[src/rtl/click_sync_rx.sv]
// Receiving bridge from a 2-phase bundled-data click pipeline into the clk domain.
// Synchronises the request phase, acknowledges on capture, and buffers tokens in a small FIFO.
module click_sync_rx #(
    parameter int   DATA_WIDTH  = 2,
    parameter int   DEPTH       = 4,
    parameter int   SYNC_STAGES = 2,
    parameter logic PHASE_INIT  = 1'b0
) (
    input  logic                    clk,
    input  logic                    reset_n,
    input  logic                    in_req,
    input  logic [DATA_WIDTH-1:0]   in_data,
    output logic                    in_ack,
    output logic                    out_valid,
    input  logic                    out_ready,
    output logic [DATA_WIDTH-1:0]   out_data,
    output logic [$clog2(DEPTH):0]  level
);

    localparam int AW = $clog2(DEPTH);
    localparam int LW = AW + 1;

    logic [SYNC_STAGES-1:0] sync_q, sync_d;
    logic                   ack_q, ack_d;
    logic [AW-1:0]          wr_ptr_q, wr_ptr_d;
    logic [AW-1:0]          rd_ptr_q, rd_ptr_d;
    logic [LW-1:0]          level_q, level_d;
    logic [DATA_WIDTH-1:0]  mem_q [DEPTH];

    logic req_s, pending, full, push, pop, valid;

    always_comb begin
        sync_d   = {sync_q[SYNC_STAGES-2:0], in_req};
        req_s    = sync_q[SYNC_STAGES-1];
        pending  = req_s ^ ack_q;
        full     = (level_q == LW'(DEPTH));
        // Registered full only: a same-cycle pop never lets the waiting token in.
        push     = pending & ~full;
        valid    = (level_q != '0);
        pop      = valid & out_ready;
        ack_d    = ack_q ^ push;
        wr_ptr_d = push ? wr_ptr_q + AW'(1) : wr_ptr_q;
        rd_ptr_d = pop  ? rd_ptr_q + AW'(1) : rd_ptr_q;
        level_d  = level_q;
        case ({push, pop})
            2'b10:   level_d = level_q + LW'(1);
            2'b01:   level_d = level_q - LW'(1);
            default: level_d = level_q;
        endcase
    end

    always_ff @(posedge clk or negedge reset_n) begin
        if (!reset_n) begin
            sync_q   <= {SYNC_STAGES{PHASE_INIT}};
            ack_q    <= PHASE_INIT;
            wr_ptr_q <= '0;
            rd_ptr_q <= '0;
            level_q  <= '0;
        end else begin
            sync_q   <= sync_d;
            ack_q    <= ack_d;
            wr_ptr_q <= wr_ptr_d;
            rd_ptr_q <= rd_ptr_d;
            level_q  <= level_d;
        end
    end

    // Storage is deliberately left out of reset; occupancy tracking alone defines validity.
    always_ff @(posedge clk) begin
        if (push) begin
            mem_q[wr_ptr_q] <= in_data;
        end
    end

    assign in_ack    = ack_q;
    assign out_valid = valid;
    assign out_data  = valid ? mem_q[rd_ptr_q] : '0;
    assign level     = level_q;

endmodule
[config.mk]
export PLATFORM = sky130hd
export DESIGN_NAME = click_sync_rx
export DESIGN_NICKNAME = d
export VERILOG_FILES = /design/src/rtl/click_sync_rx.sv
export SDC_FILE = /design/constraint.sdc
export NUM_CORES = 1
export LEC_CHECK = 0
export BUFFER_PORTS_ARGS = -buffer_cell sky130_fd_sc_hd__buf_2
export CORE_MARGIN = 2
export CORE_UTILIZATION = 25
export DETAILED_ROUTE_END_ITERATION = 8
export HOLD_SLACK_MARGIN = 0.05
export PLACE_DENSITY = 0.52
export SLEW_MARGIN = 25
export SYNTH_ARGS = -nofsm -noshare
export SYNTH_HDL_FRONTEND = slang
export SYNTH_SLANG_ARGS = --single-unit
[constraint.sdc]
create_clock -name clk -period 4.2 [get_ports clk]
set_input_delay 0.84 -clock clk [delete_from_list [all_inputs] [get_ports clk]]
set_output_delay 0.84 -clock clk [all_outputs]
set_load 0.01 [all_outputs]
==> metrics.yaml, run 1 <==
pwr:
  ir_drop_uv: 155
  power.leakage_uw: 0.000416
  power_density_mw_per_mm2: 677
route:
  ant_nets: 0
  dr.pass1.iters: 3
  drc_errors: 0
  num_vias: 442
  routed_wirelength_um: 1120
  routedWlPerCell_um: 9.74
  viasPerCell: 3.84
  drt-initial-drc-count: 7
min_path:
  hp-class: "register to register"
timing:
  rsz0062_at_grt: "no"
  relSlewSlack_pct: 80.4
  fin_ws_ps: 1790
  timing.final.crit_share_pct: 57.5
  period_needed_ps: 2410
  finalSetupViolCount: 0
  fin_setup_tns_ps: 0
  drv_slew: 0
  finalHoldViolations: 0
  skew_ps: 3.70
  worst_slew_pin_slew_ps: 294
  fmax_ghz: 0.414
logic_synthesis:
  muxShareOfSynthArea_pct: 10.3
  synth_area_per_cell_sq_um: 15.0
  synth_compound_area_share_pct: 1.06
  yosys_warnings: 0
  async_flop_share_pct: 55.6
  syn_inst: 55
  synth_top_family_by_area: "multiplexers"
  ys.flop_type: "dfrtp_1"
  synth_area_sq_um: 825
  ys_seq_elements: 18
  synthAdderAreaFrac_pct: 10.0
  synth_edf_count: 8
  synth-simple-area-share_pct: 8.95
  syn_nets: 67
  synth_xor_xnor_area_share_pct: 7.44
  yosysSeqAreaShare_pct: 59.5
  synth.distinct_cells: 17
global_routing:
  grt_usage_pct: 7.09
  gr-total-overflow: 0
  grt_pass1_wl_um: 1760
  grt_antenna_before_repair: 0
  first_global_vias: 394
  grt_max_degree: 11
placement:
  place.gp.congestion: 0.701
  dp_slack_ps: 2030
  dpl.hpwl_um: 892
  port_buffers: 12
clocking:
  cts_buffers: 3
  hold_buffers: 0
  clk_pin_slew_ps: 100
  worst_skew_pair.late_latency_ps: 290
  root_buffer: "clkbuf_4"
  cts_buffer_depth: 2
  post_cts_buffers: 0
  clock-sinks: 18
  cts_tree: "yes"
  cts_resized: 0
  cts_max_level: 1
floorplanning:
  die_area_sq_mm: 0.00377
  die_w_um: 61.4
  io_pins: 13
  row_count: 20
  die_h_um: 61.4
  core_area_sq_mm: 0.00310
  start_util_pct: 26.6
finish:
  nFillCells: 350
  final_common_cell: "buf_2"
  drive_gt1_share_pct: 28.2
  layout.nets: 84
  antenna_cells: 0
  area_delta_synth_final_pct: 17.1
  final_cell_mix: "12 x buf_2, 10 x dfrtp_1, 8 x edfxtp_1, 6 x inv_1, 6 x and2_1"
critical_path:
  crit_fanout: 4
  worstSetupEndpointType: "output pin"
  crit_arrival_ps: 1570
  cp.required_ps: 3360
  start_kind: "register"
  criticalPathCategory: "register to output pin"
run_status:
  outcome: "complete, no violations"
flow_run:
  max_cap_violations: 0
final timing paths:
kind                              from     endpoint  slack (ps)  depth (start not counted)
max                        rd_ptr_q[0]  out_data[0]        1790                          3
min                          sync_q[0]    sync_q[1]         360                          0
max reg2reg                   level[0]     level[2]        2270                          8
min reg2reg                  sync_q[0]    sync_q[1]         360                          0
max in group asynchronous      reset_n  wr_ptr_q[0]        3620                          1
min in group asynchronous      reset_n  rd_ptr_q[1]         390                          1
layout make-up:
class / instances / area (sq um) / area share (%)
Clock buffer: 3 / 22.5 / 2.33
Clock inverter: 1 / 3.75 / 0.389
Inverter: 6 / 22.5 / 2.33
Multi-Input combinational cell: 31 / 312 / 32.3
Sequential cell: 18 / 490 / 50.8
Tap cell: 44 / 55.1 / 5.70
Timing Repair Buffer: 12 / 60.1 / 6.22
power by group:
part           internal, uW  switching (uW)  leakage [uW]
combinational           144             131      0.000210
clock                  34.5            50.4     0.0000154
sequential              247            47.8      0.000190
total                   425             229      0.000416
metal layers:
metal  track usage (%)  routed length, um
met5                 0                  0
met3              3.99                 67
met2              11.2                556
met4              4.56                 14
met1              7.19                481
logic make-up after synthesis:
family | Yosys count
buffers and inverters | 6
AND/OR/NAND/NOR | 12
XOR/XNOR | 7
flip-flops | 18
adder cells (fa/ha/maj) | 6
AO/OA/AOI/OAI | 1
multiplexers | 5
Yosys cell counts (all sizes together) (2+ instances only):
cell type	count	area (sq um)
ha	5	62.6
nor2	2	7.51
and2	7	46.3
mux4	2	52.6
mux2	2	22.5
edfxtp	8	240
inv	6	22.5
xnor2	4	35.0
dfrtp	10	250
xor2	3	26.3
metrics by stage:
step / hold WS [ps] / util, % / total power [uW] / std cells / instance area, sq um
after detailed placement: 337 / 30.3 / 580 / 111 / 940
after floorplan: 331 / - / 501 / 55 / 825
final: 358 / 31.1 / 654 / 115 / 966
after global placement: 335 / 30.3 / 574 / 111 / 940
after global routing: 368 / 31.1 / 719 / 115 / 966
after CTS: 361 / 31.1 / 669 / 115 / 966
worst max-delay path, cell delays in order (launching register included):
cell	delay, ps
dfrtp_1	440
mux4_1	550
and2_1	160
buf_2	130
sequential cells by signal, summed over array words and instances, names as in the netlist, named ones only:
register,cells
level,3
mem_q,8
wr_ptr_q,2
sync_q,2
rd_ptr_q,2
(Power assumes the default switching activity.)
==> run 2, diff against run 1 <==
Settings changed: ABC_AREA from default to 1, PLACE_DENSITY 0.52 to 0.53.
Clock period 4.2 ns to 2 ns, I/O delays scaled along.
==> metrics.yaml, run 2 <==
timing:
  rsz0062_at_grt: "no"  # unchanged
  worst_slew_pin_slew_ps: 235  # was 294 ps
  finalSetupViolCount: 0  # unchanged
  skew_ps: 2.76  # was 3.70 ps
  fmax_ghz: 0.547
  fin_hold_ws_ps: 260  # was 358 ps
  relSlewSlack_pct: 84.3  # was 80.4%
  fin_setup_tns_ps: 0  # unchanged
  finalHoldViolations: 0  # unchanged
  drv_slew: 0  # unchanged
  timing.final.crit_share_pct: 91.4
  period_needed_ps: 1830
clocking:
  clk_pin_slew_ps: 70  # was 100 ps
  cts_buffer_depth: 2  # unchanged
  cts_resized: 0  # unchanged
  cts_tree: "yes"  # unchanged
  cts_buffers: 3  # unchanged
  root_buffer: "clkbuf_8"  # was clkbuf_4
  worst_skew_pair.late_latency_ps: 240  # was 290 ps
  clock-sinks: 18  # unchanged
  hold_buffers: 1  # was 0
  post_cts_buffers: 0  # unchanged
  cts_max_level: 1  # unchanged
route:
  drc_errors: 0  # unchanged
  routed_wirelength_um: 1420  # was 1120 um
  viasPerCell: 3.90  # was 3.84
  dr.pass1.iters: 4  # was 3
  num_vias: 635  # was 442
  routedWlPerCell_um: 8.70  # was 9.74 um
  ant_nets: 0  # unchanged
  drt-initial-drc-count: 15  # was 7
critical_path:
  cp_slowest_cell: "dfrtp_1"  # was mux4_1
  crit_fanout: 7  # was 4
  crit_arrival_ps: 1970  # was 1570 ps
  start_kind: "register"  # unchanged
  startpoint: "level[0]"  # was rd_ptr_q[0]
  cp.required_ps: 2140  # was 3360 ps
  path_cells: "inv_2 -> nand3_4 -> nand2_4 -> ha_1 -> inv_1 -> fa_1 -> nand2_1 -> nand3_1 -> nand2_1 -> nand2_1"  # was mux4_1 -> and2_1 -> buf_2
  worstSetupEndpointType: "register"  # was output pin
  rr_endpoint: "level[2]"  # unchanged
  reg2reg_depth: 10  # was 8
  r2r_start: "level[0]"  # unchanged
  slowest_delay_ps: 410  # was 550 ps
  crit_top_cell: "nand2_1"
  r2r_slack_ps: 170  # was 2270 ps
  criticalPathCategory: "register to register"  # was register to output pin
pwr:
  power.leakage_uw: 0.000552  # was 0.000416 uW
  ir_drop_uv: 300  # was 155 uV
  power_density_mw_per_mm2: 1440  # was 677 mW/mm^2
finish:
  largest_reg_flops: 8  # unchanged
  final_cell_mix: "23 x nand2_1, 21 x inv_1, 12 x buf_2, 10 x dfrtp_1"  # was 12 x buf_2, 10 x dfrtp_1, 8 x edfxtp_1, 6 x inv_1, 6 x and2_1
  fin_cells: 163  # was 115
  top_register: "mem_q"  # unchanged
  layout.nets: 128  # was 84
  final_common_cell: "nand2_1"  # was buf_2
  antenna_cells: 0  # unchanged
  post-route-util_pct: 30.4  # was 31.1%
  area_delta_synth_final_pct: 17.9  # was 17.1%
  drive_gt1_share_pct: 22.6  # was 28.2%
placement:
  dpl.hpwl_um: 1140  # was 892 um
  place_inst: 158  # was 111
  place.gp.congestion: 0.734  # was 0.701
  port_buffers: 12  # unchanged
global_routing:
  gr-total-overflow: 0  # unchanged
  grt_max_degree: 11  # unchanged
  grt_antenna_before_repair: 0  # unchanged
  first_global_vias: 671  # was 394
  grt_usage_pct: 8.12  # was 7.09%
  grt_pass1_wl_um: 2730  # was 1760 um
logic_synthesis:
  yosys-top-cells-count: "23 x nand2_1, 21 x inv_1, 10 x dfrtp_1, 8 x edfxtp_1, 8 x nand3_1"  # was 10 x dfrtp_1, 8 x edfxtp_1, 6 x and2_1, 6 x inv_1, 5 x ha_1
  synth_most_common_cell: "nand2_1"  # was dfrtp_1
  ys.flop_type: "dfrtp_1"  # unchanged
  syn_inst: 99  # was 55
  yosys_warnings: 0  # unchanged
  synth_area_per_cell_sq_um: 9.45  # was 15.0 sq um
  yosysSeqAreaShare_pct: 52.4  # was 59.5%
  synth_area_sq_um: 936  # was 825 sq um
  ys_seq_elements: 18  # unchanged
  synth.distinct_cells: 18  # was 17
  syn_nets: 111  # was 67
  async_flop_share_pct: 55.6  # unchanged
  synth_edf_count: 8  # unchanged
  netlist_top_cells_area: "dfrtp_1 27%, edfxtp_1 26%, nand2_1 9.2%, inv_1 8.4%, ha_1 6.7%"  # was dfrtp_1 30%, edfxtp_1 29%, ha_1 7.6%, mux4_1 6.4%, and2_1 4.6%
  synth_top_area_cell: "dfrtp_1"  # unchanged
  synth.top_cell.area_share_pct: 26.7  # was 30.3%
run_status:
  outcome: "complete, no violations"  # unchanged
floorplanning:
  start_util_pct: 25.8  # was 26.6%
  core_area_sq_mm: 0.00363  # was 0.00310 sq mm
  io_pins: 13  # unchanged
  die_h_um: 65.2  # was 61.4 um
  die_area_sq_mm: 0.00425  # was 0.00377 sq mm
  die_w_um: 65.2  # was 61.4 um
  row_count: 22  # was 20
min_path:
  hold_end: "sync_q[0]"  # was sync_q[1]
  min_path_cells: 1  # was 0
  hp-start: "in_req"  # was sync_q[0]
  hp-class: "input pin to register"  # was register to register
flow_run:
  max_cap_violations: 0  # unchanged
[run 2: cell count changes in the layout (fill, tap and decap cells not counted), sizes merged, moves of 2 or more]
cell / delta
nand2: +25
mux4: -2
mux2: -2
inv: +20
and2: -7
xor2: -3
nand3: +9
xnor2: -2
o21ai: +3
nor2: +2
[run 2: metrics by stage]
step,worst slack [ps],cell area (sq um),power (uW)
2_1_floorplan,289,936,1170
3_3_place_gp,245,1050,1340
3_5_place_dp,196,1050,1360
4_1_cts,168,1100,1620
5_1_grt,25.3,1100,1760
6_report,171,1100,1590
[run 2: how the worst max path moves through the flow]
stage                     to  slack (ps)  depth (start not counted)
floorplan           level[2]         290                         10
global placement    level[2]         240                         10
detailed placement  level[2]         200                         10
CTS                 level[2]         170                         10
global route        level[2]          30                         10
finish              level[2]         170                         10
[run 2: cells by family after synthesis]
family                     Yosys count  synth area share (%)
buffers and inverters               27                  11.2
adders and majority gates            6                  8.82
DFF                                 18                  52.4
xor gates and xnor gates             2                  1.87
and+or+nand+nor                     41                  22.6
AOI/OAI and AO/OA                    5                  3.08
[run 2: power by group]
part	leakage [uW]	internal, uW	switching [uW]
Combinational	0.000336	289	442
Clock	0.0000231	136	110
Sequential	0.000193	509	105
[run 2: worst max-delay path, delay by kind of cell (launching register included)]
family                     cells  cell delay [ps]
and+or+nand+nor                6              550
DFF                            1              410
adders and majority gates      2              550
buffers and inverters          2              210
[run 2: metal layers]
metal / GRT usage [%] / up-vias / part of all wire [%]
li1: - / 329 / -
met1: 9.00 / 295 / 45
met2: 14.5 / 11 / 50
met3: 2.40 / 0 / 4.9
met4: 3.13 / 0 / 0
met5: 0 / - / 0
[run 2: area by class of cell]
type | instances | area (sq um)
tap | 48 | 60.1
inverter | 26 | 97.6
clock buffer | 3 | 41.3
fill | 407 | 2530
timing repair buffer | 13 | 70.1
sequential | 18 | 490
clock inverter | 1 | 3.75
multi-input combinational | 54 | 340
==> run 3, diff against run 2 <==
Settings changed: PLACE_DENSITY 0.53 to default.
==> metrics.yaml, run 3 (synthesized netlist as in run 2, its figures left out) <==
run_status:
  outcome: "complete, no violations"  # unchanged
clocking:
  root_buffer: "clkbuf_8"  # unchanged
  clk_pin_slew_ps: 60  # was 70 ps
  post_cts_buffers: 0  # unchanged
  cts_max_level: 1  # unchanged
  cts_buffers: 3  # unchanged
  cts_tree: "yes"  # unchanged
  clock-sinks: 18  # unchanged
  worst_skew_pair.late_latency_ps: 250  # was 240 ps
  cts_buffer_depth: 2  # unchanged
critical_path:
  crit_top_cell: "nand2_1"  # unchanged
  path_cells: "inv_2 -> nand3_4 -> nand2_4 -> ha_1 -> inv_1 -> fa_1 -> nand2_1 -> nand3_1 -> nand2_1 -> nand2_1"  # unchanged
  worstSetupEndpointType: "register"  # unchanged
  start_kind: "register"  # unchanged
  path_buf_inv: 2  # unchanged
  cp.required_ps: 2140  # about the same
  criticalPathCategory: "register to register"  # unchanged
  slowest_delay_ps: 410  # about the same
  crit_fanout: 7  # unchanged
  crit_arrival_ps: 1940  # was 1970 ps
  cp_top_family: "adder cells"  # was simple AND/OR/NAND/NOR gates
  cp_slowest_cell: "dfrtp_1"  # unchanged
floorplanning:
  die_w_um: 65.2  # unchanged
  row_count: 22  # unchanged
  start_util_pct: 25.8  # unchanged
  die_area_sq_mm: 0.00425  # unchanged
  io_pins: 13  # unchanged
  core_area_sq_mm: 0.00363  # unchanged
  die_h_um: 65.2  # unchanged
timing:
  drv_slew: 0  # unchanged
  fin_setup_tns_ps: 0  # unchanged
  fin_hold_ws_ps: 256  # was 260 ps
  skew_ps: 1.20  # was 2.76 ps
  period_needed_ps: 1800  # was 1830 ps
  fmax_ghz: 0.554  # was 0.547 GHz
  rsz0062_at_grt: "no"  # unchanged
  relSlewSlack_pct: 83.3  # was 84.3%
  finalHoldViolations: 0  # unchanged
  timing.final.crit_share_pct: 90.2  # was 91.4%
  worst_slew_pin_slew_ps: 251  # was 235 ps
  finalSetupViolCount: 0  # unchanged
pwr:
  power_density_mw_per_mm2: 1450  # was 1440 mW/mm^2
  power_frac_seq_pct: 38.8  # was 38.6%
  power_uw: 1600  # was 1590 uW
  p_sw_uw: 669  # was 657 uW
  power.leakage_uw: 0.000552  # unchanged
  p_int_uw: 932  # was 934 uW
  power.share.switching_pct: 41.8  # was 41.3%
  p_clk_share_pct: 15.5  # was 15.4%
  combinationalPowerShare_pct: 45.7  # was 46.0%
  ir_drop_uv: 371  # was 300 uV
route:
  num_vias: 629  # was 635
  routedWlPerCell_um: 9.39  # was 8.70 um
  viasPerCell: 3.86  # was 3.90
  ant_nets: 0  # unchanged
  drt-initial-drc-count: 19  # was 15
  dr.pass1.iters: 4  # unchanged
  drc_errors: 0  # unchanged
  routed_wirelength_um: 1530  # was 1420 um
finish:
  drive_gt1_share_pct: 22.6  # unchanged
  layout.nets: 128  # unchanged
  final_common_cell: "nand2_1"  # unchanged
  design_area_sq_mm: 0.00110  # unchanged
  largest_reg_flops: 8  # unchanged
  top_register: "mem_q"  # unchanged
  area_delta_synth_final_pct: 17.9  # unchanged
  antenna_cells: 0  # unchanged
  final_cell_mix: "23 x nand2_1, 21 x inv_1, 12 x buf_2, 10 x dfrtp_1"  # unchanged
global_routing:
  grt_usage_pct: 8.53  # was 8.12%
  grt_pass1_wl_um: 2790  # was 2730 um
  gr-total-overflow: 0  # unchanged
  grt_antenna_before_repair: 0  # unchanged
  grt_max_degree: 11  # unchanged
  first_global_vias: 657  # was 671
placement:
  port_buffers: 12  # unchanged
  place.gp.congestion: 0.668  # was 0.734
  dpl.hpwl_um: 1280  # was 1140 um
  place_area_sq_mm: 0.00105  # unchanged
min_path:
  hp-class: "input pin to register"  # unchanged
flow_run:
  max_cap_violations: 0  # unchanged
-- run 3: cell counts in the layout (fill, tap and decap cells not counted) --
Identical to the previous run, type by type.
-- run 3: timing repair --
item / 4_1_cts / 5_1_grt
hold buffers: 1 / 0
hold endpoints to repair: 10 / 0
resized for setup: 0 / 0
-- run 3: per-layer routing --
layer	GRT usage, %	vias up	part of all wire (%)
met3	3.25	0	3.7
met2	15.3	11	53
met4	2.86	0	0
met5	0	-	0
li1	-	331	-
met1	9.14	287	43
-- run 3: final cells by class --
class	instances	area, sq um
Clock inverter	1	3.75
Inverter	26	97.6
Tap cell	48	60.1
Fill cell	394	2530
Sequential cell	18	490
Timing Repair Buffer	13	70.1
Clock buffer	3	41.3
Multi-Input combinational cell	54	340
-- run 3: stage by stage --
stage / utilization (%) / std cells / setup slack, ps
floorplan: - / 99 / 289
global placement: 28.9 / 158 / 248
detailed placement: 28.9 / 158 / 181
CTS: 30.4 / 163 / 173
global route: 30.4 / 163 / 25.8
finish: 30.4 / 163 / 195
-- run 3: power groups by stage --
| stage | clock network (uW) | logic, uW | registers, uW |
|---|---|---|---|
| after floorplan | 0 | 564 | 610 |
| after global placement | 0 | 715 | 622 |
| after detailed placement | 0 | 741 | 632 |
| after CTS | 262 | 747 | 625 |
| after global routing | 274 | 856 | 641 |
| final | 248 | 731 | 622 |
-- run 3: worst reg2reg max path: stages (launching register included) --
cell     delay [ps]
dfrtp_1         410
inv_2           130
nand3_4         120
nand2_4         130
ha_1            180
inv_1            70
fa_1            380
nand2_1         100
nand3_1          70
nand2_1          60
nand2_1          50
-- run 3: path summary, 6_finish.rpt --
check | start | endpoint | slack [ps] | cells after the start
setup / recovery | level[0] | level[2] | 200 | 10
hold / removal | in_req | sync_q[0] | 260 | 1
max in group asynchronous | reset_n | wr_ptr_q[0] | 1270 | 2
min in group asynchronous | reset_n | rd_ptr_q[1] | 530 | 2
setup reg to reg | level[0] | level[2] | 200 | 10
hold reg to reg | sync_q[0] | sync_q[1] | 350 | 0
